### src/rtl/cpu_types_pkg.sv
// Shared CPU datapath types: machine word, register index and write-queue entry.
package cpu_types_pkg;

    typedef logic [31:0] word_t;
    typedef logic [4:0]  regbits_t;

    // One pending register-file write: destination register and its data.
    typedef struct packed {
        regbits_t wsel;
        word_t    wdat;
    } wbq_entry_t;

    localparam regbits_t REG_ZERO = 5'd0;

endpackage

### src/rtl/wb_write_queue_if.sv
// Bus bundle for the writeback queue: two source handshakes, register-file
// write port, decode-stage forwarding lookups and occupancy status.
interface wb_write_queue_if;
    import cpu_types_pkg::*;

    logic       mem_valid;
    logic       mem_ready;
    regbits_t   mem_wsel;
    word_t      mem_wdat;
    logic       alu_valid;
    logic       alu_ready;
    regbits_t   alu_wsel;
    word_t      alu_wdat;
    logic       rf_WEN;
    regbits_t   rf_wsel;
    word_t      rf_wdat;
    regbits_t   rsel1;
    regbits_t   rsel2;
    logic       hit1;
    logic       hit2;
    word_t      fwd1;
    word_t      fwd2;
    logic [3:0] count;
    logic       full;
    logic       empty;

    // Producer / consumer side (pipeline stages and register file).
    modport master (
        output mem_valid, mem_wsel, mem_wdat,
        output alu_valid, alu_wsel, alu_wdat,
        output rsel1, rsel2,
        input  mem_ready, alu_ready,
        input  rf_WEN, rf_wsel, rf_wdat,
        input  hit1, hit2, fwd1, fwd2,
        input  count, full, empty
    );

    // Queue side.
    modport slave (
        input  mem_valid, mem_wsel, mem_wdat,
        input  alu_valid, alu_wsel, alu_wdat,
        input  rsel1, rsel2,
        output mem_ready, alu_ready,
        output rf_WEN, rf_wsel, rf_wdat,
        output hit1, hit2, fwd1, fwd2,
        output count, full, empty
    );

endinterface

### src/rtl/wbq_match.sv
// Youngest-match search over queued writes for one decode read port.
module wbq_match
    import cpu_types_pkg::*;
#(
    parameter int DEPTH = 4,
    parameter int PTR_W = 2
) (
    input  wbq_entry_t [DEPTH-1:0] entries_i,
    input  logic [DEPTH-1:0]       valid_i,
    input  logic [PTR_W-1:0]       head_i,
    input  regbits_t               rsel_i,
    output logic                   hit_o,
    output word_t                  fwd_o
);

    // Walk entries oldest to youngest from the head so the last match wins.
    always_comb begin
        logic [PTR_W-1:0] idx;
        hit_o = 1'b0;
        fwd_o = 32'h0000_0000;
        idx   = head_i;
        for (int i = 0; i < DEPTH; i++) begin
            idx = head_i + PTR_W'(i);
            if (valid_i[idx] && (entries_i[idx].wsel == rsel_i) && (rsel_i != REG_ZERO)) begin
                hit_o = 1'b1;
                fwd_o = entries_i[idx].wdat;
            end else begin
                hit_o = hit_o;
                fwd_o = fwd_o;
            end
        end
    end

endmodule

### src/rtl/wb_write_queue.sv
// Writeback queue: merges load and ALU results into one register-file write
// port, draining one entry per cycle and forwarding pending data to decode.
module wb_write_queue
    import cpu_types_pkg::*;
#(
    parameter int DEPTH = 4
) (
    input logic             CLK,
    input logic             RST,
    wb_write_queue_if.slave bus
);

    localparam int         PTR_W   = $clog2(DEPTH);
    localparam logic [3:0] DEPTH_C = 4'(DEPTH);

    wbq_entry_t [DEPTH-1:0] ent_q, ent_d;
    logic [DEPTH-1:0]       vld_q, vld_d;
    logic [PTR_W-1:0]       head_q, head_d;
    logic [PTR_W-1:0]       tail_q, tail_d;
    logic [3:0]             count_q, count_d;

    logic [3:0] free_s;
    logic       mem_ready_s, alu_ready_s;
    logic       mem_wr_s, alu_wr_s, pop_s;

    // Free slots come from start-of-cycle occupancy; a same-cycle pop is not credited.
    assign free_s      = DEPTH_C - count_q;
    assign mem_ready_s = !RST && (free_s >= 4'd1);
    assign alu_ready_s = !RST && ((free_s >= 4'd2) || ((free_s >= 4'd1) && !bus.mem_valid));

    // Writes to r0 complete the handshake but never occupy a slot.
    assign mem_wr_s = bus.mem_valid && mem_ready_s && (bus.mem_wsel != REG_ZERO);
    assign alu_wr_s = bus.alu_valid && alu_ready_s && (bus.alu_wsel != REG_ZERO);
    assign pop_s    = (count_q != 4'd0);

    // Next state: pop the head, then append mem ahead of alu at the tail.
    always_comb begin
        logic [PTR_W-1:0] wptr;
        ent_d   = ent_q;
        vld_d   = vld_q;
        head_d  = head_q;
        wptr    = tail_q;
        if (pop_s) begin
            vld_d[head_q] = 1'b0;
            head_d        = head_q + PTR_W'(1);
        end else begin
            head_d = head_q;
        end
        if (mem_wr_s) begin
            ent_d[wptr] = '{wsel: bus.mem_wsel, wdat: bus.mem_wdat};
            vld_d[wptr] = 1'b1;
            wptr        = wptr + PTR_W'(1);
        end else begin
            wptr = wptr;
        end
        if (alu_wr_s) begin
            ent_d[wptr] = '{wsel: bus.alu_wsel, wdat: bus.alu_wdat};
            vld_d[wptr] = 1'b1;
            wptr        = wptr + PTR_W'(1);
        end else begin
            wptr = wptr;
        end
        tail_d  = wptr;
        count_d = count_q + {3'b000, mem_wr_s} + {3'b000, alu_wr_s} - {3'b000, pop_s};
    end

    // State registers; reset wins over any same-cycle push or pop.
    always_ff @(posedge CLK) begin
        if (RST) begin
            ent_q   <= '0;
            vld_q   <= '0;
            head_q  <= '0;
            tail_q  <= '0;
            count_q <= 4'd0;
        end else begin
            ent_q   <= ent_d;
            vld_q   <= vld_d;
            head_q  <= head_d;
            tail_q  <= tail_d;
            count_q <= count_d;
        end
    end

    // Register-file port shows the head entry whenever the queue is non-empty.
    always_comb begin
        if (count_q != 4'd0) begin
            bus.rf_WEN  = 1'b1;
            bus.rf_wsel = ent_q[head_q].wsel;
            bus.rf_wdat = ent_q[head_q].wdat;
        end else begin
            bus.rf_WEN  = 1'b0;
            bus.rf_wsel = 5'd0;
            bus.rf_wdat = 32'h0000_0000;
        end
    end

    assign bus.mem_ready = mem_ready_s;
    assign bus.alu_ready = alu_ready_s;
    assign bus.count     = count_q;
    assign bus.full      = (count_q == DEPTH_C);
    assign bus.empty     = (count_q == 4'd0);

    wbq_match #(.DEPTH(DEPTH), .PTR_W(PTR_W)) u_match1 (
        .entries_i (ent_q),
        .valid_i   (vld_q),
        .head_i    (head_q),
        .rsel_i    (bus.rsel1),
        .hit_o     (bus.hit1),
        .fwd_o     (bus.fwd1)
    );

    wbq_match #(.DEPTH(DEPTH), .PTR_W(PTR_W)) u_match2 (
        .entries_i (ent_q),
        .valid_i   (vld_q),
        .head_i    (head_q),
        .rsel_i    (bus.rsel2),
        .hit_o     (bus.hit2),
        .fwd_o     (bus.fwd2)
    );

endmodule

### src/flat_wrapper.sv
// flat-port wrapper written by rule: the top's interface ports become plain ports
module wb_write_queue_flat import cpu_types_pkg::*;
#(
    parameter int DEPTH = 4
)
  (CLK, RST, bus_mem_valid, bus_mem_wsel, bus_mem_wdat, bus_alu_valid, bus_alu_wsel, bus_alu_wdat, bus_rsel1, bus_rsel2, bus_mem_ready, bus_alu_ready, bus_rf_WEN, bus_rf_wsel, bus_rf_wdat, bus_hit1, bus_hit2, bus_fwd1, bus_fwd2, bus_count, bus_full, bus_empty);
  wb_write_queue_if bus_i ();
  input logic CLK;
  input logic RST;
  input wire logic [$bits(bus_i.mem_valid)-1:0] bus_mem_valid;
  input wire logic [$bits(bus_i.mem_wsel)-1:0] bus_mem_wsel;
  input wire logic [$bits(bus_i.mem_wdat)-1:0] bus_mem_wdat;
  input wire logic [$bits(bus_i.alu_valid)-1:0] bus_alu_valid;
  input wire logic [$bits(bus_i.alu_wsel)-1:0] bus_alu_wsel;
  input wire logic [$bits(bus_i.alu_wdat)-1:0] bus_alu_wdat;
  input wire logic [$bits(bus_i.rsel1)-1:0] bus_rsel1;
  input wire logic [$bits(bus_i.rsel2)-1:0] bus_rsel2;
  output wire logic [$bits(bus_i.mem_ready)-1:0] bus_mem_ready;
  output wire logic [$bits(bus_i.alu_ready)-1:0] bus_alu_ready;
  output wire logic [$bits(bus_i.rf_WEN)-1:0] bus_rf_WEN;
  output wire logic [$bits(bus_i.rf_wsel)-1:0] bus_rf_wsel;
  output wire logic [$bits(bus_i.rf_wdat)-1:0] bus_rf_wdat;
  output wire logic [$bits(bus_i.hit1)-1:0] bus_hit1;
  output wire logic [$bits(bus_i.hit2)-1:0] bus_hit2;
  output wire logic [$bits(bus_i.fwd1)-1:0] bus_fwd1;
  output wire logic [$bits(bus_i.fwd2)-1:0] bus_fwd2;
  output wire logic [$bits(bus_i.count)-1:0] bus_count;
  output wire logic [$bits(bus_i.full)-1:0] bus_full;
  output wire logic [$bits(bus_i.empty)-1:0] bus_empty;
  assign bus_i.mem_valid = bus_mem_valid;
  assign bus_i.mem_wsel = bus_mem_wsel;
  assign bus_i.mem_wdat = bus_mem_wdat;
  assign bus_i.alu_valid = bus_alu_valid;
  assign bus_i.alu_wsel = bus_alu_wsel;
  assign bus_i.alu_wdat = bus_alu_wdat;
  assign bus_i.rsel1 = bus_rsel1;
  assign bus_i.rsel2 = bus_rsel2;
  assign bus_mem_ready = bus_i.mem_ready;
  assign bus_alu_ready = bus_i.alu_ready;
  assign bus_rf_WEN = bus_i.rf_WEN;
  assign bus_rf_wsel = bus_i.rf_wsel;
  assign bus_rf_wdat = bus_i.rf_wdat;
  assign bus_hit1 = bus_i.hit1;
  assign bus_hit2 = bus_i.hit2;
  assign bus_fwd1 = bus_i.fwd1;
  assign bus_fwd2 = bus_i.fwd2;
  assign bus_count = bus_i.count;
  assign bus_full = bus_i.full;
  assign bus_empty = bus_i.empty;
  wb_write_queue #(.DEPTH(DEPTH)) u_core (.CLK(CLK), .RST(RST), .bus(bus_i));
endmodule
### config.mk
export PLATFORM = sky130hd
export DESIGN_NAME = wb_write_queue_flat
export DESIGN_NICKNAME = d
export VERILOG_FILES = /design/src/rtl/cpu_types_pkg.sv /design/src/rtl/wb_write_queue_if.sv /design/src/rtl/wbq_match.sv /design/src/rtl/wb_write_queue.sv /design/src/flat_wrapper.sv
export SDC_FILE = /design/constraint.sdc
export NUM_CORES = 1
export LEC_CHECK = 0
export CAP_MARGIN = 10
export CORE_UTILIZATION = 30
export DETAILED_ROUTE_END_ITERATION = 10
export PLACE_DENSITY_LB_ADDON = 0.08
export REMOVE_ABC_BUFFERS = 1
export SLEW_MARGIN = 20
export SYNTH_ARGS = -nofsm -noshare
export SYNTH_HDL_FRONTEND = slang
export SYNTH_HIERARCHICAL = 1
export SYNTH_SLANG_ARGS = --single-unit
### constraint.sdc
create_clock -name CLK -period 5.95 [get_ports CLK]
set_input_delay 1.785 -clock CLK [delete_from_list [all_inputs] [get_ports CLK]]
set_output_delay 1.785 -clock CLK [all_outputs]
set_load 0.02 [all_outputs]
==> out/qor.csv, run 1 <==
stage;metric;value;unit
floorplanning;I/O Pins;200;
synth;Post-Syn Area;19200;um^2
sta;worst clock skew;0.0153;ns
synth;ys async rst share;0;
job;Max Cap Violations;0;
sta;hold slack;0.573;ns
placed_design;placed cells;3441;
sta;fin crit share;1.00;
layout;share of cells above drive strength 1;0.202;
min_path;startpoint of the worst hold path;u_core/ent_q[70];
global_route;vias in the first global route;20858;
run_status;failing checks;setup timing;
worst_setup_path;r2r startpoint;u_core/bus.count[1];
floorplanning;core area;63200;um^2
clocking;clock buffer count from CTS;17;
sta;Worst-Margin Slew;1.15;ns
power;Clock Power Share;0.140;
layout;most frequent cells in the layout;mux2i_1, nor2_1, a31oi_1;
layout;area grow syn2layout;23.8;%
global_route;Global Route Usage Sum;0.283;
power;Max rail drop VDD;0.414;mV
layout;commonest non-fill, non-tap cell in the layout;mux2i_1;
drt;wl on met1;39600;um
clocking;Clk Tree Root Cell;clkbuf_16;
clocking;TritonCTS clock tree;yes;
power;Switching Power;4540;uW
sta;worst setup margin;-0.0194;ns
clocking;Clock Latency Late Sink;0.50;ns
power;Internal;4280;uW
drt;initial DRC count;2426;
layout;Layout Cells excl Fill;3520;
placed_design;GPL Wtd Cong;0.865;
sta;Slew Viols, Final;0;
placed_design;Port Buffers;199;
drt;metal3 WL;6930;um
min_path;min-delay worst type;reg -> reg;
sta;Final Critical Period;5.97;ns
drt;average wire per standard cell;27.1;um
sta;Final Hold Vio Count;0;
worst_setup_path;R2R cell count;13;
synth;Avg Cell Area, Syn;7.50;um^2
drt;DR top layer;met4;
worst_setup_path;CP endpoint kind;primary output;
drt;DRC;0;
worst_setup_path;Required @ worst endpoint;4.16;ns
min_path;hold depth;2;
worst_setup_path;crit path max fanout;7;
drt;ANT nets after route;0;
floorplanning;row count;92;
sta;Slew headroom;0.233;
synth;Post-synth EDFFs;0;
drt;Via Count;21969;
floorplanning;Die X;255;um
synth;#FFs+latches synth;160;
drt;drt via density;6.24;
clocking;cts hold-fix bufs;0;
synth;post-synthesis sequential area ratio;0.167;
clocking;CTS max path bufs;2;
layout;Inserted Diodes;0;
power;switch share;0.514;
drt;drt total wl;95400;um
global_route;Congestion Overflow GR;0;
floorplanning;Die Y;255;um
layout;NumNets Final;2773;
power;combinational share of power;0.672;
global_route;largest net degree at the start of global routing;150;
worst_setup_path;kind of critical path;in -> out;
sta;Max Freq;168;MHz
floorplanning;Initial Utilization;0.304;
worst_setup_path;startpoint types;input pin;
min_path;Hold EP;u_core/ent_q[70];
power;part of the power in registers;0.187;
sta;Final Setup Violations;1;
sta;setup TNS;-0.0194;ns
floorplanning;die area;65100;um^2
worst_setup_path;data arrival time of the critical path;4.18;ns
clocking;Worst-path clk slew;0.06;ns
power;Leak;0.00795;uW
clocking;clock sinks;160;
synth;Gate Count Post-Synth;2562;
global_route;first-pass GRT wire length;138000;um
drt;TritonRoute pass-1 iters;7;
sta;RSZ-0062 raised after global routing;true;
layout;Util after Layout;0.377;
drt;met2 WL;45000;um
synth;top_reg_cell synth;dfxtp_1;
worst_setup_path;Worst R2R End;u_core/bus.count[3];
power;PwrDens;371;nW/um^2
synth;Synth Warn #;6;
synth;post-synth cell types;72;
run_status;status;finished, violations left;
placed_design;DP HPWL;57000;um
clocking;CTS H-tree depth;4;
worst_setup_path;FF-to-FF setup slack;2.08;ns
global_route;initial antenna violation count;0;
==> through the flow <==
| stage | setup WS [ns] | total power (uW) | area (um^2) |
|---|---|---|---|
| detailed placement | -0.872 | 7420 | 22400 |
| CTS | 0.00170 | 8680 | 23500 |
| finish | -0.0194 | 8820 | 23800 |
| global placement | -0.842 | 7370 | 22400 |
| floorplan | -9.64 | 5600 | 17800 |
| global route | -0.0511 | 9250 | 23800 |
==> flip-flops by register name, summed over array words and instances (netlist names) <==
name and flops:
u_core/ent_q 148, u_core/bus.count 4, u_core/vld_q 4, u_core/head_q 2, u_core/tail_q 2
==> area by class of cell <==
type,instances,area [um^2]
repair buffers,384,4000
clock buffers,20,467
flip-flops and latches,160,3210
clock inverters,11,154
fillers,6426,39400
well taps,846,1060
inverters,31,121
multi-input cells,2068,14800
==> cells in the mapped netlist (all sizes together), types with 16 or more instances <==
master	count	area, um^2
mux2i	236	2370
o21ai	232	1160
nor2	223	842
a31oi	196	1230
clkbuf	172	646
dfxtp	160	3200
nand2	156	586
nand3	153	766
o41ai	148	1300
buf	133	780
a21oi	119	596
mux2	80	908
or2	70	438
and2	58	363
nand2b	49	307
a211o	48	420
o21a	48	363
mux4	37	833
xnor2	34	298
inv	28	105
o211ai	22	215
ha	21	263
xor2	19	166
o31a	17	149
a221oi	16	140
==> worst max-delay path by stage <==
stage,cells after the start,startpoint,to
after CTS,10,bus_rsel1[4],bus_fwd1[26]
after global placement,11,bus_rsel1[3],bus_fwd1[8]
after detailed placement,11,bus_rsel1[3],bus_fwd1[8]
after floorplan,7,u_core/head_q[1],bus_fwd1[2]
after global routing,10,bus_rsel1[4],bus_fwd1[19]
final,9,bus_rsel2[1],bus_fwd2[2]
==> per-layer routing <==
layer,global-route usage,vias to the layer above
li1,-,9872
met1,0.364,10751
met2,0.470,1119
met3,0.0392,227
met4,0.127,0
met5,0,-
==> cells by family after synthesis <==
group                    after synthesis  share of synthesized area
AO/OA/AOI/OAI                        890                      0.313
AND/OR/NAND/NOR                      747                      0.187
buffers and inverters                336                     0.0802
multiplexers                         353                      0.214
flip-flops                           160                      0.167
XOR/XNOR                              53                     0.0241
adder cells (fa/ha/maj)               23                     0.0157
==> critical path: stages <==
cell	delay, ns
buf_6	0.09
or4_4	0.56
or2_4	0.28
a311oi_4	0.37
buf_6	0.22
a221oi_2	0.07
or2_4	0.26
o211ai_1	0.32
buf_4	0.21
==> timing repair <==
action                                 CTS  global route
resized for setup                      351            72
gates cloned                             8             4
pin swaps                               53            48
endpoints found under the hold margin    0             0
setup endpoints to repair               66            62
buffers inserted                        27            10
==> power groups by stage <==
stage	Sequential (uW)	Combinational [uW]	Clock, uW
global route	1690	6270	1290
finish	1650	5930	1240
detailed placement	1670	5760	0
floorplan	1900	3700	0
CTS	1640	5780	1250
global placement	1660	5710	0
(Power assumes the default switching activity.)
==> inputs of run 2 (changes only) <==
--- a/config.mk
+++ b/config.mk
@@ -8,6 +8,7 @@
 export CAP_MARGIN = 10
 export CORE_UTILIZATION = 30
 export DETAILED_ROUTE_END_ITERATION = 10
+export GPL_ROUTABILITY_DRIVEN = 0
 export PLACE_DENSITY_LB_ADDON = 0.08
 export REMOVE_ABC_BUFFERS = 1
 export SLEW_MARGIN = 20
==> results of run 2 <==
Same layout as run 1: the final DEF is identical, and so are final timing and power.
